===== src/rtl/tmds_encoder.sv =====
// Single-channel DVI 1.0 TMDS 8b/10b encoder with running-disparity DC balancing.
// The pipeline has three register stages: input capture, transition-minimised word, then symbol and disparity.
module tmds_encoder #(
  parameter logic [9:0] DOUT_RST = 10'b1101010100
) (
  input  logic       clk,
  input  logic       rst,
  input  logic [7:0] din,
  input  logic       c0,
  input  logic       c1,
  input  logic       de,
  output logic [9:0] dout,
  output logic [4:0] disp
);

  function automatic logic [3:0] popcount8(input logic [7:0] v);
    logic [3:0] s;
    s = '0;
    for (int i = 0; i < 8; i++) s = s + {3'b000, v[i]};
    return s;
  endfunction

  // Stage 1 registers
  logic [7:0] din_s1_q;
  logic [3:0] n1d_s1_q;
  logic       de_s1_q, c0_s1_q, c1_s1_q;

  // Stage 2 registers
  logic [8:0] q_m_q;
  logic [8:0] q_m_d;
  logic       de_s2_q, c0_s2_q, c1_s2_q;
  logic       use_xnor;

  // Stage 3 registers
  logic [9:0]        dout_q, dout_d;
  logic signed [4:0] cnt_q, cnt_d;

  always_comb begin
    q_m_d    = '0;
    use_xnor = (n1d_s1_q > 4'd4) || ((n1d_s1_q == 4'd4) && !din_s1_q[0]);
    q_m_d[0] = din_s1_q[0];
    for (int i = 1; i < 8; i++) begin
      q_m_d[i] = use_xnor ? ~(q_m_d[i-1] ^ din_s1_q[i]) : (q_m_d[i-1] ^ din_s1_q[i]);
    end
    q_m_d[8] = ~use_xnor;
  end

  logic [3:0]        n1q, n0q;
  logic signed [4:0] n1s, n0s, diff;
  logic              q8;

  always_comb begin
    n1q    = popcount8(q_m_q[7:0]);
    n0q    = 4'd8 - n1q;
    n1s    = $signed({1'b0, n1q});
    n0s    = $signed({1'b0, n0q});
    diff   = n1s - n0s;
    q8     = q_m_q[8];
    dout_d = DOUT_RST;
    cnt_d  = cnt_q;
    if (!de_s2_q) begin
      // Blanking always restarts the disparity from zero for the next active span.
      cnt_d = 5'sd0;
      case ({c1_s2_q, c0_s2_q})
        2'b00:   dout_d = 10'b1101010100;
        2'b01:   dout_d = 10'b0010101011;
        2'b10:   dout_d = 10'b0101010100;
        default: dout_d = 10'b1010101011;
      endcase
    end else if ((cnt_q == 5'sd0) || (n1q == n0q)) begin
      dout_d = {~q8, q8, (q8 ? q_m_q[7:0] : ~q_m_q[7:0])};
      cnt_d  = cnt_q + (q8 ? diff : -diff);
    end else if (((cnt_q > 5'sd0) && (n1q > n0q)) || ((cnt_q < 5'sd0) && (n0q > n1q))) begin
      dout_d = {1'b1, q8, ~q_m_q[7:0]};
      cnt_d  = cnt_q + (q8 ? 5'sd2 : 5'sd0) - diff;
    end else begin
      dout_d = {1'b0, q8, q_m_q[7:0]};
      cnt_d  = cnt_q + diff - (q8 ? 5'sd0 : 5'sd2);
    end
  end

  always_ff @(posedge clk or posedge rst) begin
    if (rst) begin
      din_s1_q <= '0;
      n1d_s1_q <= '0;
      de_s1_q  <= 1'b0;
      c0_s1_q  <= 1'b0;
      c1_s1_q  <= 1'b0;
      q_m_q    <= '0;
      de_s2_q  <= 1'b0;
      c0_s2_q  <= 1'b0;
      c1_s2_q  <= 1'b0;
      dout_q   <= DOUT_RST;
      cnt_q    <= 5'sd0;
    end else begin
      din_s1_q <= din;
      n1d_s1_q <= popcount8(din);
      de_s1_q  <= de;
      c0_s1_q  <= c0;
      c1_s1_q  <= c1;
      q_m_q    <= q_m_d;
      de_s2_q  <= de_s1_q;
      c0_s2_q  <= c0_s1_q;
      c1_s2_q  <= c1_s1_q;
      dout_q   <= dout_d;
      cnt_q    <= cnt_d;
    end
  end

  assign dout = dout_q;
  assign disp = cnt_q;

endmodule

===== config.mk =====
export PLATFORM = sky130hd
export DESIGN_NAME = tmds_encoder
export DESIGN_NICKNAME = d
export VERILOG_FILES = /design/src/rtl/tmds_encoder.sv
export SDC_FILE = /design/constraint.sdc
export NUM_CORES = 1
export LEC_CHECK = 0
export ABC_AREA = 1
export CAP_MARGIN = 30
export CELL_PAD_IN_SITES_DETAIL_PLACEMENT = 1
export CELL_PAD_IN_SITES_GLOBAL_PLACEMENT = 1
export CORE_UTILIZATION = 25
export CTS_CLUSTER_SIZE = 8
export DETAILED_ROUTE_END_ITERATION = 10
export GPL_TIMING_DRIVEN = 0
export PLACE_DENSITY_LB_ADDON = 0.12
export SETUP_SLACK_MARGIN = 0.15
export SYNTH_ARGS = -nofsm -noshare
export SYNTH_HDL_FRONTEND = slang
export SYNTH_SLANG_ARGS = --single-unit

===== constraint.sdc =====
create_clock -name clk -period 4.9 [get_ports clk]
set_input_delay 0.735 -clock clk [delete_from_list [all_inputs] [get_ports clk]]
set_output_delay 0.735 -clock clk [all_outputs]
set_load 0.01 [all_outputs]

==> metrics.cfg <==
[timing]
maxSlewViolCount = 0
fin_ws_ns = 0.136
slew_headroom_pct = 49.5
post-route-period-util_pct = 97.2
setup_viol = 0
fin_setup_tns_ns = 0
rsz0062_at_grt = yes
timing.final.hold_violations = 0
finClkSkew_ns = 0.00771
worst_pin_slew_ns = 0.750
fmax_mhz = 210
min_period_ns = 4.76

[floorplanning]
ios = 28
fp.dieH_um = 108
placeableCoreArea_um2 = 10900
dieArea_um2 = 11600
die_w_um = 108
initial_utilization_pct = 25.8
std_cell_rows = 38

[setup_path]
reg2reg_slack_ns = 0.14
crit_type = reg -> reg
start_kind = register
startpoint = q_m_q[0]$_DFF_PP0_
critPathMaxFanout = 4
crit_top_cell = nand2_2
r2r_start = q_m_q[0]$_DFF_PP0_
rr_endpoint = disp[4]$_DFF_PP0_
cp_slowest_cell = fa_2
worst_setup_path_end_kind = register
max_stage_delay_ns = 0.56
arrival_ns = 5.00
worst_ep_required_time_ns = 5.13
r2r_cells = 28

[clocking]
cts_sinks = 42
clockRootBuffer = clkbuf_8
cts_tree = built
clock_latency_ns = 0.30
cts-buffers-inserted = 5
cts_max_level = 2
clk_pin_slew_ns = 0.09
clk_path_buf_depth = 2

[final_layout]
syn2layout_area_growth_pct = 29.6
diodes = 0
drive_above_1_share_pct = 23.4
mostFrequentLayoutCell = nand2_1
nFillCells = 1254
final_cell_mix = nand2_1, inv_1, dfrtp_1, clkdlybuf4s50_1, nand3_1
finalInstanceArea_um2 = 3630
fin_nets = 426
instances_no_fill = 520

[routing]
first_pass_iters = 4
wirelength_met1_mm = 3.10
drt-initial-drc-count = 26
routed-wl-met2_mm = 3.16
top_layer_used = met4
avgRoutedWirePerCell_um = 12.5
dr_wl_met3_um = 169
vias = 2164
drtAntennaViolNets = 0
vias_per_cell = 4.16
drc = 0
wirelength_mm = 6.50

[place]
dp_slack_ns = -0.367
portBuffers = 27
dp_cells = 497
dpl_cell_area_um2 = 3290
routabilityCongestion = 0.720
hpwl_mm = 5.19

[synth]
async_flop_share_pct = 100
synth_nets = 376
syn_inst = 329
ys_warn_count = 0
synth.distinct_cells = 29
synth.area.top_cells = dfrtp_1, nand2_1, inv_1
synth-edff-count = 0
yosysTopAreaCell = dfrtp_1
avgSynthCellArea_um2 = 8.52
synthFlopType = dfrtp_1
syn_area_um2 = 2800
yosys.area.top_type_share_pct = 33.0
synth_seq_cells = 42
yosysSeqAreaShare_pct = 37.7

[global_routing]
grt_max_degree = 28
first_global_vias = 2300
grt_pass1_wl_mm = 11.1
track_usage_pct = 12.3
antenna_found_initial = 0
grt_overflow = 0

[worst_hold_path]
hold_depth = 0
min_path_type = reg -> reg
hold_end = c0_s2_q$_DFF_PP0_
min-delay-start = c0_s1_q$_DFF_PP0_

[run_status]
status = finished, final reports clean

[run]
drv_cap = 0

## through the flow
| step | hold slack, ns | utilization [%] |
|---|---|---|
| after detailed placement | 0.338 | 30.3 |
| after global placement | 0.334 | 30.1 |
| after floorplan | 0.331 | - |
| after CTS | 0.360 | 32.7 |
| final | 0.358 | 33.4 |
| after global routing | 0.364 | 33.4 |
## worst max-delay path by stage
| stage | end |
|---|---|
| after global placement | disp[4]$_DFF_PP0_ |
| after detailed placement | disp[4]$_DFF_PP0_ |
| after global routing | disp[4]$_DFF_PP0_ |
| after CTS | disp[4]$_DFF_PP0_ |
| final | disp[4]$_DFF_PP0_ |
| after floorplan | disp[4]$_DFF_PP0_ |
## kinds of logic after synthesis
group,Yosys count,synth area share [%]
AOI/OAI and AO/OA,26,5.13
xor gates and xnor gates,10,3.12
adders and majority gates,34,18.7
buffers and inverters,78,11.3
DFF,42,37.7
and+or+nand+nor,139,24.1
## per-layer routing
metal,vias up,track usage [%]
li1,1101,-
met4,0,3.52
met1,1032,15.8
met3,5,1.82
met5,-,0
met2,26,21.2
## worst max-delay path, delay by kind of cell, from the launching register on
kind                     cells  cell delay, ns
XOR/XNOR                     2            0.32
buffers and inverters        6            0.34
adder cells (fa/ha/maj)      7            2.67
AND/OR/NAND/NOR             12            0.86
flip-flops                   1            0.38
AO/OA/AOI/OAI                1            0.13
## cell type report
cell class	count	area [um^2]	area share, %
Multi-Input combinational cell	209	1590	43.8
Sequential cell	42	1060	29.1
Timing Repair Buffer	43	403	11.1
Inverter	75	289	7.95
Tap cell	140	175	4.82
Clock buffer	5	68.8	1.89
Buffer	3	31.3	0.861
Clock inverter	3	18.8	0.517
## what timing repair did
action,in CTS,in global routing
gates resized for setup,17,15
hold endpoints to repair,0,0
setup endpoints to repair,2,2
hold buffers,0,0
pin swaps,15,16
setup buffers,13,2
## sequential cells by signal, summed over array words and instances (netlist names)
| register | count |
|---|---|
| c1_s2_q | 1 |
| c1_s1_q | 1 |
| n1d_s1_q | 4 |
| c0_s1_q | 1 |
| de_s1_q | 1 |
| de_s2_q | 1 |
| din_s1_q | 8 |
| dout | 10 |
| disp | 5 |
| c0_s2_q | 1 |
| q_m_q | 9 |
## Yosys cell counts (2+ instances only)
cell / instances
dfrtp_1: 37
inv_1: 72
a21oi_1: 3
dfstp_2: 5
o21ai_1: 8
nand3_1: 27
a31oi_1: 3
o21ai_0: 9
nand2_2: 8
nand3_2: 3
inv_2: 2
o21ai_2: 2
nand2_4: 2
nor2_1: 11
fa_1: 13
nand2_1: 76
ha_1: 21
nor2_2: 7
xnor2_1: 6
xor2_1: 4
nand3b_1: 2
Power is not shown: default switching activity piles up to over one toggle a cycle in this logic, so the estimate is an artifact.
